### src/rtl/glm_dot_pack.sv
// glm_dot_pack: drains 32-bit dot results, packs them into 512-bit lines and
// writes each line either to MEM_result (at offset + line index) or FIFO_result.
module glm_dot_pack #(
    parameter int unsigned VALUES_PER_LINE = 16
) (
    input  logic             clk,
    input  logic             resetn,
    input  logic             op_start,
    output logic             op_done,
    input  logic [4:0][31:0] regs,
    // FIFO_dot read side
    output logic             FIFO_dot_re,
    input  logic             FIFO_dot_rvalid,
    input  logic [31:0]      FIFO_dot_rdata,
    input  logic             FIFO_dot_empty,
    // MEM_result write side
    output logic             MEM_result_we,
    output logic [15:0]      MEM_result_waddr,
    output logic [511:0]     MEM_result_wdata,
    // FIFO_result write side
    output logic             FIFO_result_we,
    output logic [511:0]     FIFO_result_wdata,
    input  logic             FIFO_result_almostfull
);

    localparam int unsigned LANE_W = $clog2(VALUES_PER_LINE);

    typedef enum logic [1:0] {
        S_IDLE,
        S_COLLECT,
        S_DONE
    } state_t;

    state_t              state_q, state_d;
    logic [15:0]         num_q, num_d;
    logic                to_fifo_q, to_fifo_d;
    logic [15:0]         offset_q, offset_d;
    logic [15:0]         req_q, req_d;
    logic [15:0]         rcv_q, rcv_d;
    logic [LANE_W-1:0]   lane_q, lane_d;
    logic [15:0]         line_idx_q, line_idx_d;
    logic [511:0]        line_q, line_d;
    logic                mem_we_q, mem_we_d;
    logic [15:0]         mem_waddr_q, mem_waddr_d;
    logic [511:0]        mem_wdata_q, mem_wdata_d;
    logic                fifo_we_q, fifo_we_d;
    logic [511:0]        fifo_wdata_q, fifo_wdata_d;
    logic [511:0]        line_ins;
    logic                unused_regs;

    assign unused_regs = ^{regs[2:0], regs[3][31:17], regs[4][31:16]};

    assign MEM_result_we     = mem_we_q;
    assign MEM_result_waddr  = mem_waddr_q;
    assign MEM_result_wdata  = mem_wdata_q;
    assign FIFO_result_we    = fifo_we_q;
    assign FIFO_result_wdata = fifo_wdata_q;

    // State register and datapath registers; reset aborts any op with no write.
    always_ff @(posedge clk or negedge resetn) begin
        if (!resetn) begin
            state_q      <= S_IDLE;
            num_q        <= '0;
            to_fifo_q    <= 1'b0;
            offset_q     <= '0;
            req_q        <= '0;
            rcv_q        <= '0;
            lane_q       <= '0;
            line_idx_q   <= '0;
            line_q       <= '0;
            mem_we_q     <= 1'b0;
            mem_waddr_q  <= '0;
            mem_wdata_q  <= '0;
            fifo_we_q    <= 1'b0;
            fifo_wdata_q <= '0;
        end else begin
            state_q      <= state_d;
            num_q        <= num_d;
            to_fifo_q    <= to_fifo_d;
            offset_q     <= offset_d;
            req_q        <= req_d;
            rcv_q        <= rcv_d;
            lane_q       <= lane_d;
            line_idx_q   <= line_idx_d;
            line_q       <= line_d;
            mem_we_q     <= mem_we_d;
            mem_waddr_q  <= mem_waddr_d;
            mem_wdata_q  <= mem_wdata_d;
            fifo_we_q    <= fifo_we_d;
            fifo_wdata_q <= fifo_wdata_d;
        end
    end

    // Next-state, read requests, lane packing and line emit decisions.
    always_comb begin
        state_d      = state_q;
        num_d        = num_q;
        to_fifo_d    = to_fifo_q;
        offset_d     = offset_q;
        req_d        = req_q;
        rcv_d        = rcv_q;
        lane_d       = lane_q;
        line_idx_d   = line_idx_q;
        line_d       = line_q;
        mem_we_d     = 1'b0;
        mem_waddr_d  = mem_waddr_q;
        mem_wdata_d  = mem_wdata_q;
        fifo_we_d    = 1'b0;
        fifo_wdata_d = fifo_wdata_q;
        line_ins     = line_q;
        FIFO_dot_re  = 1'b0;
        op_done      = 1'b0;

        case (state_q)
            S_IDLE: begin
                if (op_start) begin
                    num_d      = regs[3][15:0];
                    to_fifo_d  = regs[3][16];
                    offset_d   = regs[4][15:0];
                    req_d      = '0;
                    rcv_d      = '0;
                    lane_d     = '0;
                    line_idx_d = '0;
                    line_d     = '0;
                    state_d    = S_COLLECT;
                end
            end
            S_COLLECT: begin
                if (!FIFO_dot_empty && (req_q < num_q) &&
                    !(to_fifo_q && FIFO_result_almostfull)) begin
                    FIFO_dot_re = 1'b1;
                    req_d       = req_q + 16'd1;
                end
                if (FIFO_dot_rvalid) begin
                    // The emitted line already contains the value arriving this cycle.
                    line_ins[{lane_q, 5'b0} +: 32] = FIFO_dot_rdata;
                    rcv_d = rcv_q + 16'd1;
                    if ((lane_q == LANE_W'(VALUES_PER_LINE - 1)) ||
                        (rcv_q == num_q - 16'd1)) begin
                        if (to_fifo_q) begin
                            fifo_we_d    = 1'b1;
                            fifo_wdata_d = line_ins;
                        end else begin
                            mem_we_d    = 1'b1;
                            mem_waddr_d = offset_q + line_idx_q;
                            mem_wdata_d = line_ins;
                        end
                        line_idx_d = line_idx_q + 16'd1;
                        lane_d     = '0;
                        line_d     = '0;
                    end else begin
                        line_d = line_ins;
                        lane_d = lane_q + 1'b1;
                    end
                end
                // Leaving one cycle after the last value places op_done after the final write.
                if (rcv_q == num_q) begin
                    state_d = S_DONE;
                end
            end
            S_DONE: begin
                op_done = 1'b1;
                state_d = S_IDLE;
            end
            default: begin
                state_d = S_IDLE;
            end
        endcase
    end

endmodule

### config.mk
export PLATFORM = sky130hd
export DESIGN_NAME = glm_dot_pack
export DESIGN_NICKNAME = d
export VERILOG_FILES = /design/src/rtl/glm_dot_pack.sv
export SDC_FILE = /design/constraint.sdc
export NUM_CORES = 2
export LEC_CHECK = 0
export ABC_CLOCK_PERIOD_IN_PS = 11000
export CAP_MARGIN = 10
export CORE_AREA = 2 2 477 479
export CTS_BUF_LIST = sky130_fd_sc_hd__clkbuf_2
export DETAILED_ROUTE_END_ITERATION = 16
export DIE_AREA = 0 0 479 481
export PLACE_DENSITY = 0.58
export SLEW_MARGIN = 5
export SYNTH_ARGS = -nofsm -noshare
export SYNTH_HDL_FRONTEND = slang
export SYNTH_SLANG_ARGS = --single-unit
### constraint.sdc
create_clock -name clk -period 11 [get_ports clk]
set_clock_uncertainty 0.1 [all_clocks]
set_input_delay 2.2 -clock clk [delete_from_list [all_inputs] [get_ports clk]]
set_output_delay 2.2 -clock clk [all_outputs]
set_load 0.02 [all_outputs]
==> results.yml <==
yosys:
  syn_inst: 5427
  ys_types: 60
  ys_ff_latch: 1641
  synth_most_common_cell: "dfrtp_1"
  synth_area_sq_um: 70900
  yosys-top-cells-area: "dfrtp_1 (58%), mux2_4 (10%), mux2_1 (7.0%), o2bb2ai_1 (5.9%), nand2_1 (4.4%)"
  synth_top_area_cell: "dfrtp_1"
  syn-num-nets: 5664
  synth.yosys.seq_area_share: 0.579
  yosysWarningCount: 0
  synth-async-reset-ratio: 1.00
  synth_common_cells: "dfrtp_1 (1641), nand2_1 (823), mux2_4 (494)"
  synth.avg_cell_area_sq_um: 13.1
  synth_edf_count: 0
  netlist.area_leader.share: 0.579
  synthFlopType: "dfrtp_1"
setup_path:
  start_kind: "register"
  critPathMaxFanout: 16
  worst_path_largest_cell_delay_ns: 0.89
  r2r_cells: 11
  reg2reg_from: "num_q[2]"
  critPathKind: "reg2out"
  worst_ep_arrival_time_ns: 5.35
  cp_slowest_cell: "a2111oi_0"
  startpoint: "state_q[1]"
  worstSetupEndpointType: "primary output"
  r2r_setup_slack_ns: 5.37
  timing.rr.end: "FIFO_result_wdata[35]"
  worstPathCellList: "nand2b_1 -> a2111oi_0 -> nand2_1 -> a21o_1 -> inv_1 -> clkdlybuf4s50_1"
  cp.required_ns: 8.70
grt:
  grt_pass1_wl_um: 396000
  grt.overflow.total: 0
  grt_pass1_vias: 52800
  track_usage: 0.237
  grt_start_max_net_pins: 167
  antenna_found_initial: 29
sta:
  tns_ns: 0
  fin_crit_sh: 0.695
  clock.fmax_ghz: 0.131
  rsz0062_at_grt: "no"
  slew_violations: 0
  maxSlewHeadroom: 0.175
  finalHoldViolations: 0
  setup_viol: 0
  worst_slew_pin_slew_ns: 1.23
  finalCriticalPeriod_ns: 7.65
status:
  outcome: "complete, no violations"
min_path:
  hold_path_class: "reg2reg"
  min_to: "line_q[291]"
  worstHoldStart: "line_q[291]"
  min_path_cells: 2
placed_design:
  place_area_sq_um: 85100
  gp_congestion: 0.823
  io_buffers: 1114
  hpwl_um: 195000
route:
  wl_um: 280000
  drc_errors: 0
  drt_iter0_markers: 3890
  vias_per_cell: 5.08
  vias: 51100
  dr.pass1.iters: 7
  ant_nets: 0
  routedWlPerCell_um: 27.8
clock_network:
  cts.path.max_buffers: 4
  clkTransAtPathRegs_ns: 0.10
  htreeDepth: 5
  postCtsSetupBuffers: 0
  clock-root-buffer: "clkbuf_2"
  clkSinkCount: 1641
  tritoncts: "done"
  clk_latency_ns: 1.95
  cts_buffers: 453
floorplan:
  die-area_sq_um: 230000
  start_util: 0.314
  fp-row-count: 175
  io_pins: 1242
  die_h_um: 481
  dieWidth_um: 479
  core_sq_um: 226000
layout:
  layout.nets: 6937
  layout-drive-gt1-share: 0.227
  final_area_sq_um: 89100
  nFillCells: 21700
  syn2layout_area_growth_pct: 25.6
pwr:
  max-vdd-ir-drop_mv: 0.162
  p_per_area_nw_per_um2: 249
  p_leak_nw: 43.1
run:
  drv_cap: 0
[how the worst max path moves through the flow]
stage | to | slack, ns | cells after the start
after global routing | FIFO_dot_re | 2.91 | 6
after floorplan | FIFO_dot_re | 5.34 | 5
after CTS | FIFO_dot_re | 3.02 | 6
after detailed placement | FIFO_dot_re | 3.77 | 6
after global placement | FIFO_dot_re | 3.76 | 6
final | FIFO_dot_re | 3.35 | 6
[report_power, final]
group          internal, W  switching (W)  leakage [nW]
sequential         0.00772        0.00106          22.3
clock              0.00167        0.00271          3.02
combinational      0.00382        0.00520          17.8
total               0.0132        0.00896          43.1
[stage by stage]
step,util,total power [W],cells,hold WS [ns],setup WS (ns)
after floorplan,-,0.0133,5427,0.339,5.34
after global placement,0.377,0.0178,9253,0.359,3.76
after detailed placement,0.377,0.0179,9253,0.361,3.77
after CTS,0.394,0.0224,10000,0.376,3.02
after global routing,0.394,0.0234,10000,0.408,2.91
final,0.394,0.0222,10000,0.371,3.35
[sequential cells by signal, indices dropped and copies added, names as in the netlist]
name / count
line_q: 512
MEM_result_wdata: 512
state_q: 2
lane_q: 4
num_q: 16
MEM_result_we: 1
MEM_result_waddr: 16
to_fifo_q: 1
line_idx_q: 16
FIFO_result_wdata: 512
rcv_q: 16
FIFO_result_we: 1
req_q: 16
offset_q: 16
[area by class of cell]
| type | instances | area [sq um] | area share |
|---|---|---|---|
| diodes | 19 | 47.5 | 0.000534 |
| repair buffers | 1243 | 12300 | 0.138 |
| clock inverters | 112 | 538 | 0.00604 |
| flip-flops and latches | 1641 | 41100 | 0.461 |
| multi-input cells | 3308 | 27900 | 0.313 |
| inverters | 53 | 199 | 0.00223 |
| clock buffers | 664 | 3320 | 0.0373 |
| well taps | 3009 | 3760 | 0.0423 |
[worst max-delay path, delay by kind of cell (launching register included)]
family / cells / cell delay [ns]
compound gates: 2 / 1.17
buf+inv: 2 / 0.97
flops: 1 / 0.48
simple gates: 2 / 0.87
[cell families after synthesis]
family / count (synthesis) / synth area share
xor+xnor: 49 / 0.00605
buf+inv: 478 / 0.0323
flops: 1641 / 0.579
mux: 1162 / 0.210
simple gates: 1094 / 0.0644
compound gates: 964 / 0.101
fa+ha+maj: 39 / 0.00699
[per-layer routing]
layer,routed length (um),vias to the layer above,track usage
met1,114000,26300,0.294
li1,-,22100,-
met3,24000,437,0.0767
met2,132000,2250,0.383
met5,76,-,0
met4,9740,12,0.0905
[cells in the final DEF (no fill, tap or decap), drive strengths merged, types with 78 or more instances in the layout]
| master | n |
|---|---|
| dfrtp | 1641 |
| mux2 | 1141 |
| clkdlybuf4s50 | 1106 |
| nand2 | 823 |
| clkbuf | 664 |
| o2bb2ai | 474 |
| o21ai | 251 |
| buf | 136 |
| clkinv | 104 |
| o31ai | 80 |
| nand3 | 78 |
[what timing repair did]
action / 4_1_cts / 5_1_grt
hold buffers: 1 / 0
gates resized for setup: 0 / 0
endpoints found under the hold margin: 56 / 0
Note: power is estimated with default switching activity, not from simulation.
